`src/rtl/hazard_ctrl.sv`:
```
// Hazard, forwarding and pipeline-control unit for the 5-stage F/D/E/M/W datapath.
// Keeps a shadow of D/E/M/W control bits and derives forwarding, stalls, flushes and a stall counter.
module hazard_ctrl #(
  parameter int NREG   = 16,
  parameter int NRD    = 2,
  parameter int PC_REG = 15,
  parameter int CNT_W  = 16,
  localparam int AW    = $clog2(NREG)
) (
  input  logic                clk,
  input  logic                reset,
  input  logic [NRD*AW-1:0]   rd_addr_d,
  input  logic [NRD-1:0]      rd_en_d,
  input  logic [AW-1:0]       wr_addr_d,
  input  logic                wr_en_d,
  input  logic                mem_to_reg_d,
  input  logic                pc_wr_d,
  input  logic                branch_taken_e,
  input  logic                mem_wait,
  input  logic                clr_cnt,
  output logic [NRD*2-1:0]    fwd_sel,
  output logic                stall_f,
  output logic                stall_d,
  output logic                flush_d,
  output logic                flush_e,
  output logic                stall_emw,
  output logic [CNT_W-1:0]    stall_cnt
);

  localparam logic [AW-1:0] PC_A = AW'(PC_REG);

  function automatic logic [CNT_W-1:0] sat_inc(input logic [CNT_W-1:0] v);
    return (&v) ? v : v + {{(CNT_W-1){1'b0}}, 1'b1};
  endfunction

  // p0 = D, p1 = E, p2 = M, p3 = W
  logic              r_vld_p0;
  logic              r_vld_p1, r_we_p1, r_ld_p1, r_pcw_p1;
  logic [AW-1:0]     r_wa_p1;
  logic [NRD*AW-1:0] r_ra_p1;
  logic [NRD-1:0]    r_re_p1;
  logic              r_vld_p2, r_we_p2, r_ld_p2, r_pcw_p2;
  logic [AW-1:0]     r_wa_p2;
  logic              r_vld_p3, r_we_p3, r_pcw_p3;
  logic [AW-1:0]     r_wa_p3;
  logic [CNT_W-1:0]  r_cnt;

  logic w_ld_hit, w_ld_stall, w_pc_pend, w_bte;

  always_ff @(posedge clk or negedge reset) begin
    if (!reset) begin
      r_vld_p0 <= 1'b0;
      r_vld_p1 <= 1'b0;
      r_we_p1  <= 1'b0;
      r_ld_p1  <= 1'b0;
      r_pcw_p1 <= 1'b0;
      r_wa_p1  <= '0;
      r_ra_p1  <= '0;
      r_re_p1  <= '0;
      r_vld_p2 <= 1'b0;
      r_we_p2  <= 1'b0;
      r_ld_p2  <= 1'b0;
      r_pcw_p2 <= 1'b0;
      r_wa_p2  <= '0;
      r_vld_p3 <= 1'b0;
      r_we_p3  <= 1'b0;
      r_pcw_p3 <= 1'b0;
      r_wa_p3  <= '0;
    end else if (!mem_wait) begin
      // D: flush beats stall
      if (flush_d)       r_vld_p0 <= 1'b0;
      else if (!stall_d) r_vld_p0 <= 1'b1;
      // E
      r_vld_p1 <= r_vld_p0 & ~flush_e;
      r_we_p1  <= wr_en_d;
      r_ld_p1  <= mem_to_reg_d;
      r_pcw_p1 <= pc_wr_d;
      r_wa_p1  <= wr_addr_d;
      r_ra_p1  <= rd_addr_d;
      r_re_p1  <= rd_en_d;
      // M
      r_vld_p2 <= r_vld_p1;
      r_we_p2  <= r_we_p1;
      r_ld_p2  <= r_ld_p1;
      r_pcw_p2 <= r_pcw_p1;
      r_wa_p2  <= r_wa_p1;
      // W
      r_vld_p3 <= r_vld_p2;
      r_we_p3  <= r_we_p2;
      r_pcw_p3 <= r_pcw_p2;
      r_wa_p3  <= r_wa_p2;
    end
  end

  always_ff @(posedge clk or negedge reset) begin
    if (!reset)       r_cnt <= '0;
    else if (clr_cnt) r_cnt <= '0;
    else if (stall_f) r_cnt <= sat_inc(r_cnt);
  end

  always_comb begin
    w_ld_hit = 1'b0;
    for (int i = 0; i < NRD; i++)
      if (rd_en_d[i] && (rd_addr_d[i*AW +: AW] == r_wa_p1)) w_ld_hit = 1'b1;
  end

  // PC_REG reads always come from the register file, whose PC view the datapath supplies
  always_comb begin
    fwd_sel = '0;
    for (int i = 0; i < NRD; i++) begin
      if (r_vld_p1 && r_re_p1[i] && (r_ra_p1[i*AW +: AW] != PC_A)) begin
        if (r_vld_p2 && r_we_p2 && !r_ld_p2 && (r_wa_p2 == r_ra_p1[i*AW +: AW]))
          fwd_sel[i*2 +: 2] = 2'b10;
        else if (r_vld_p3 && r_we_p3 && (r_wa_p3 == r_ra_p1[i*AW +: AW]))
          fwd_sel[i*2 +: 2] = 2'b01;
      end
    end
  end

  assign w_ld_stall = r_vld_p1 & r_we_p1 & r_ld_p1 & r_vld_p0 & w_ld_hit;
  assign w_pc_pend  = (r_vld_p0 & pc_wr_d) | (r_vld_p1 & r_pcw_p1) | (r_vld_p2 & r_pcw_p2);
  assign w_bte      = branch_taken_e & r_vld_p1;

  assign stall_f   = w_ld_stall | w_pc_pend | mem_wait;
  assign stall_d   = w_ld_stall | mem_wait;
  assign stall_emw = mem_wait;
  assign flush_d   = ~mem_wait & (w_pc_pend | (r_vld_p3 & r_pcw_p3) | w_bte);
  assign flush_e   = ~mem_wait & (w_ld_stall | w_bte);
  assign stall_cnt = r_cnt;

endmodule

```
`config.mk`:
```
export PLATFORM = sky130hd
export DESIGN_NAME = hazard_ctrl
export DESIGN_NICKNAME = d
export VERILOG_FILES = /design/src/rtl/hazard_ctrl.sv
export SDC_FILE = /design/constraint.sdc
export NUM_CORES = 1
export LEC_CHECK = 0
export CORE_UTILIZATION = 30
export CTS_BUF_LIST = sky130_fd_sc_hd__clkbuf_16
export CTS_CLUSTER_SIZE = 30
export DETAILED_ROUTE_END_ITERATION = 10
export PLACE_DENSITY_LB_ADDON = 0.1
export SYNTH_ARGS = -nofsm -noshare
export SYNTH_HDL_FRONTEND = slang
export SYNTH_SLANG_ARGS = --single-unit
```
`constraint.sdc`:
```
create_clock -name clk -period 2.45 [get_ports clk]
set_input_delay 0.245 -clock clk [delete_from_list [all_inputs] [get_ports clk]]
set_output_delay 0.245 -clock clk [all_outputs]
set_load 0.05 [all_outputs]
```
==> results of run 1 <==
cell families after synthesis:
kind of cell	count (synthesis)
XOR/XNOR	35
adder cells (fa/ha/maj)	1
buffers and inverters	12
AO/OA/AOI/OAI	23
AND/OR/NAND/NOR	72
multiplexers	35
flip-flops	50
flip-flops by register name, summed over array words and instances, names as in the netlist, 2 cells and up:
register / cells
r_re_p1: 2
stall_cnt: 16
r_wa_p3: 4
r_ra_p1: 8
r_wa_p2: 4
r_wa_p1: 4
final cells by class:
cell class              count  area [sq um]  share of cell area [%]
flip-flops and latches     50          1250                    37.9
repair buffers             54           513                    15.5
inverters                   2          7.51                   0.227
clock buffers               5           125                    3.79
clock inverters             2          11.3                   0.341
multi-input cells         166          1260                    38.2
well taps                 105           131                    3.98
placed cells by master, fill, tap and decap left out, drive strengths merged, types with 2 or more instances in the layout:
cell type,Yosys,layout
mux2,34,34
clkbuf,3,5
o21ai,3,3
nor2b,2,2
xor2,4,4
nand3b,2,2
and2,2,2
a211oi,4,4
inv,2,3
nand4,9,9
nor4,3,3
nand3,11,11
a21oi,8,8
dfrtp,50,50
nand2,13,13
nor3,3,3
and3,6,6
clkdlybuf4s50,0,36
xnor2,31,31
nor2,20,20
buf,7,16
dlymetal6s2s,0,2
a2111oi,2,2
routing by layer:
layer	wire [um]	GRT usage, %	vias up
li1	-	-	912
met1	2650	19.0	918
met2	2870	23.7	49
met3	287	3.14	8
met4	82	4.62	0
met5	0	0	-
power by group through the flow:
| stage | Clock, W | Combinational (W) | Sequential, W |
|---|---|---|---|
| global placement | 0 | 0.000604 | 0.00109 |
| floorplan | 0 | 0.000369 | 0.00110 |
| detailed placement | 0 | 0.000607 | 0.00109 |
| CTS | 0.000680 | 0.000610 | 0.00108 |
| finish | 0.000660 | 0.000601 | 0.00108 |
| global route | 0.000716 | 0.000659 | 0.00110 |
worst paths after layout:
check	from	slack, ns	cells after the start	end
worst max register to register	r_wa_p1[2]$_DFFE_PN0N_	0.37	8	stall_cnt[15]$_DFFE_PN0P_
worst max-delay path	r_vld_p1$_DFFE_PN0N_	0.16	6	stall_d
worst min-delay path	reset	0.06	2	r_wa_p2[3]$_DFFE_PN0N_
worst min register to register	r_ld_p2$_DFFE_PN0N_	0.50	1	r_ld_p2$_DFFE_PN0N_
min in group clk	mem_wait	0.48	2	r_ld_p1$_DFFE_PN0N_
max in group asynchronous	reset	1.95	2	stall_cnt[9]$_DFFE_PN0P_
per-stage QoR:
step	area (sq um)	setup slack [ns]	util, %
after floorplan	2570	0.298	-
after global placement	3160	0.0607	38.4
after detailed placement	3160	0.0569	38.4
after CTS	3300	0.0473	40.1
after global routing	3300	0.0400	40.2
final	3300	0.163	40.2
==> flow_summary.yaml, run 1 <==
run_status:
  status: "completed"
worst_setup_path:
  cp_top_family: "simple AND/OR/NAND/NOR gates"
  path_max_fanout: 8
  critical_path_required_ns: 2.20
  cp_slowest_stage_delay_ns: 0.49
  path_buf_inv: 3
  cp_slowest_cell: "dfrtp_1"
  endpoint_kind: "output pin"
  cpMostUsedCell: "buf_4"
  arrival_ns: 2.04
  cp_cell_sequence: "and4_1 > and3_1 > nor3_4 > buf_4 > inv_1 > buf_4"
  start_kind: "register"
  critical_path_class: "reg -> out"
synth:
  yosys.area.top_type: "dfrtp_1"
  synthMuxAreaShare_pct: 15.4
  synthCells: 228
  yosysSeqAreaShare_pct: 48.9
  synthesis.nets: 251
  synth_edf_count: 0
  synth_compound_area_share_pct: 6.56
  ys_types: 37
  yosys_register_bits: 50
  synth_top_family_by_area: "multiplexers"
  synth_warnings: 0
  synthTopCellsByArea: "dfrtp_1 (49%), mux2_2 (15%), xnor2_1 (11%)"
  synth-xor-area-share_pct: 12.0
  yosysMostFrequentCell: "dfrtp_1"
  synth_fa_ha_area_share_pct: 0.489
  synth_flop_cell: "dfrtp_1"
  syn_area_sq_um: 2560
  avgSynthCellArea_sq_um: 11.2
  yosys.area_share.simple_pct: 14.4
  synth_top_area_share_pct: 48.9
  async_reset_ff_share_pct: 100
  ys_top_cells_by_count: "dfrtp_1 (50), mux2_2 (33), xnor2_1 (31), nor2_1 (20), nand2_1 (13)"
pwr:
  p_leak_nw: 1.34
  intPower_w: 0.00158
  clkPwrFrac_pct: 28.2
  vdd_ir_drop_max_mv: 0.449
  powerDensity_nw_per_um2: 708
  switching_share_pct: 32.2
  seq_power_share_pct: 46.1
  p_sw_w: 0.000752
  pwr-share-comb_pct: 25.7
  power.total_w: 0.00234
cts:
  cts_tree: "done"
  numCtsBuffers: 5
  clockBufferDepth: 2
  clockRootBuffer: "clkbuf_16"
  clkLatencyLatePin_ns: 0.29
  clk_pin_slew_worst_paths_ns: 0.07
  holdBufCountCts: 0
  post_cts_buffers: 0
  cts_sinks: 50
  cts_max_level: 2
  cts_resized: 0
floorplanning:
  io_pins: 47
  core_sq_um: 8220
  die_area_sq_um: 8900
  die_w_um: 94.3
  initial_utilization_pct: 31.1
  core.rowCount: 33
  die_y_um: 94.3
timing:
  tns_ns: 0
  max_freq_mhz: 437
  tightest_slew_ns: 0.649
  final_hold_viol_count: 0
  setup_viol: 0
  report.final.slew_viol_count: 0
  finalCritPeriodShare_pct: 93.3
  min_period_ns: 2.29
  rsz0062_at_grt: "false"
  skew_ns: 0.00353
  holdWs_ns: 0.0605
  slew_headroom_pct: 56.7
global_route:
  grt-ovfl-total: 0
  grt_antenna_before_repair: 0
  grt_max_degree: 51
  grt_pass1_vias: 1916
  grt_pass1_wl_mm: 9.81
  grt_usage_pct: 14.5
detailed_routing:
  postRouteAntennaNets: 0
  wl_mm: 5.89
  route.detailed.drc: 0
  routed_via_density: 4.91
  vias: 1887
  first_pass_iters: 4
  wl_per_cell_um: 15.3
  drtIter0Drc: 77
flow_run:
  cap_violations: 0
final_layout:
  num-fill-cells: 802
  diodes: 0
  final_cells: 384
  area_growth_pct: 29.1
  drive_gt1_share_pct: 22.6
  nNetsFinal: 302
place:
  place_congestion: 0.702
  portBuffers: 46
  placedCellCount: 377
  dpl.hpwl_mm: 4.17
min_path:
  hold_path.class: "in -> async"
(Power assumes the default switching activity.)
==> run 2, diff against run 1 <==
CAP_MARGIN = 40   (was unset)
==> results of run 2 <==
Final layout, timing and power as in run 1 (identical DEF).
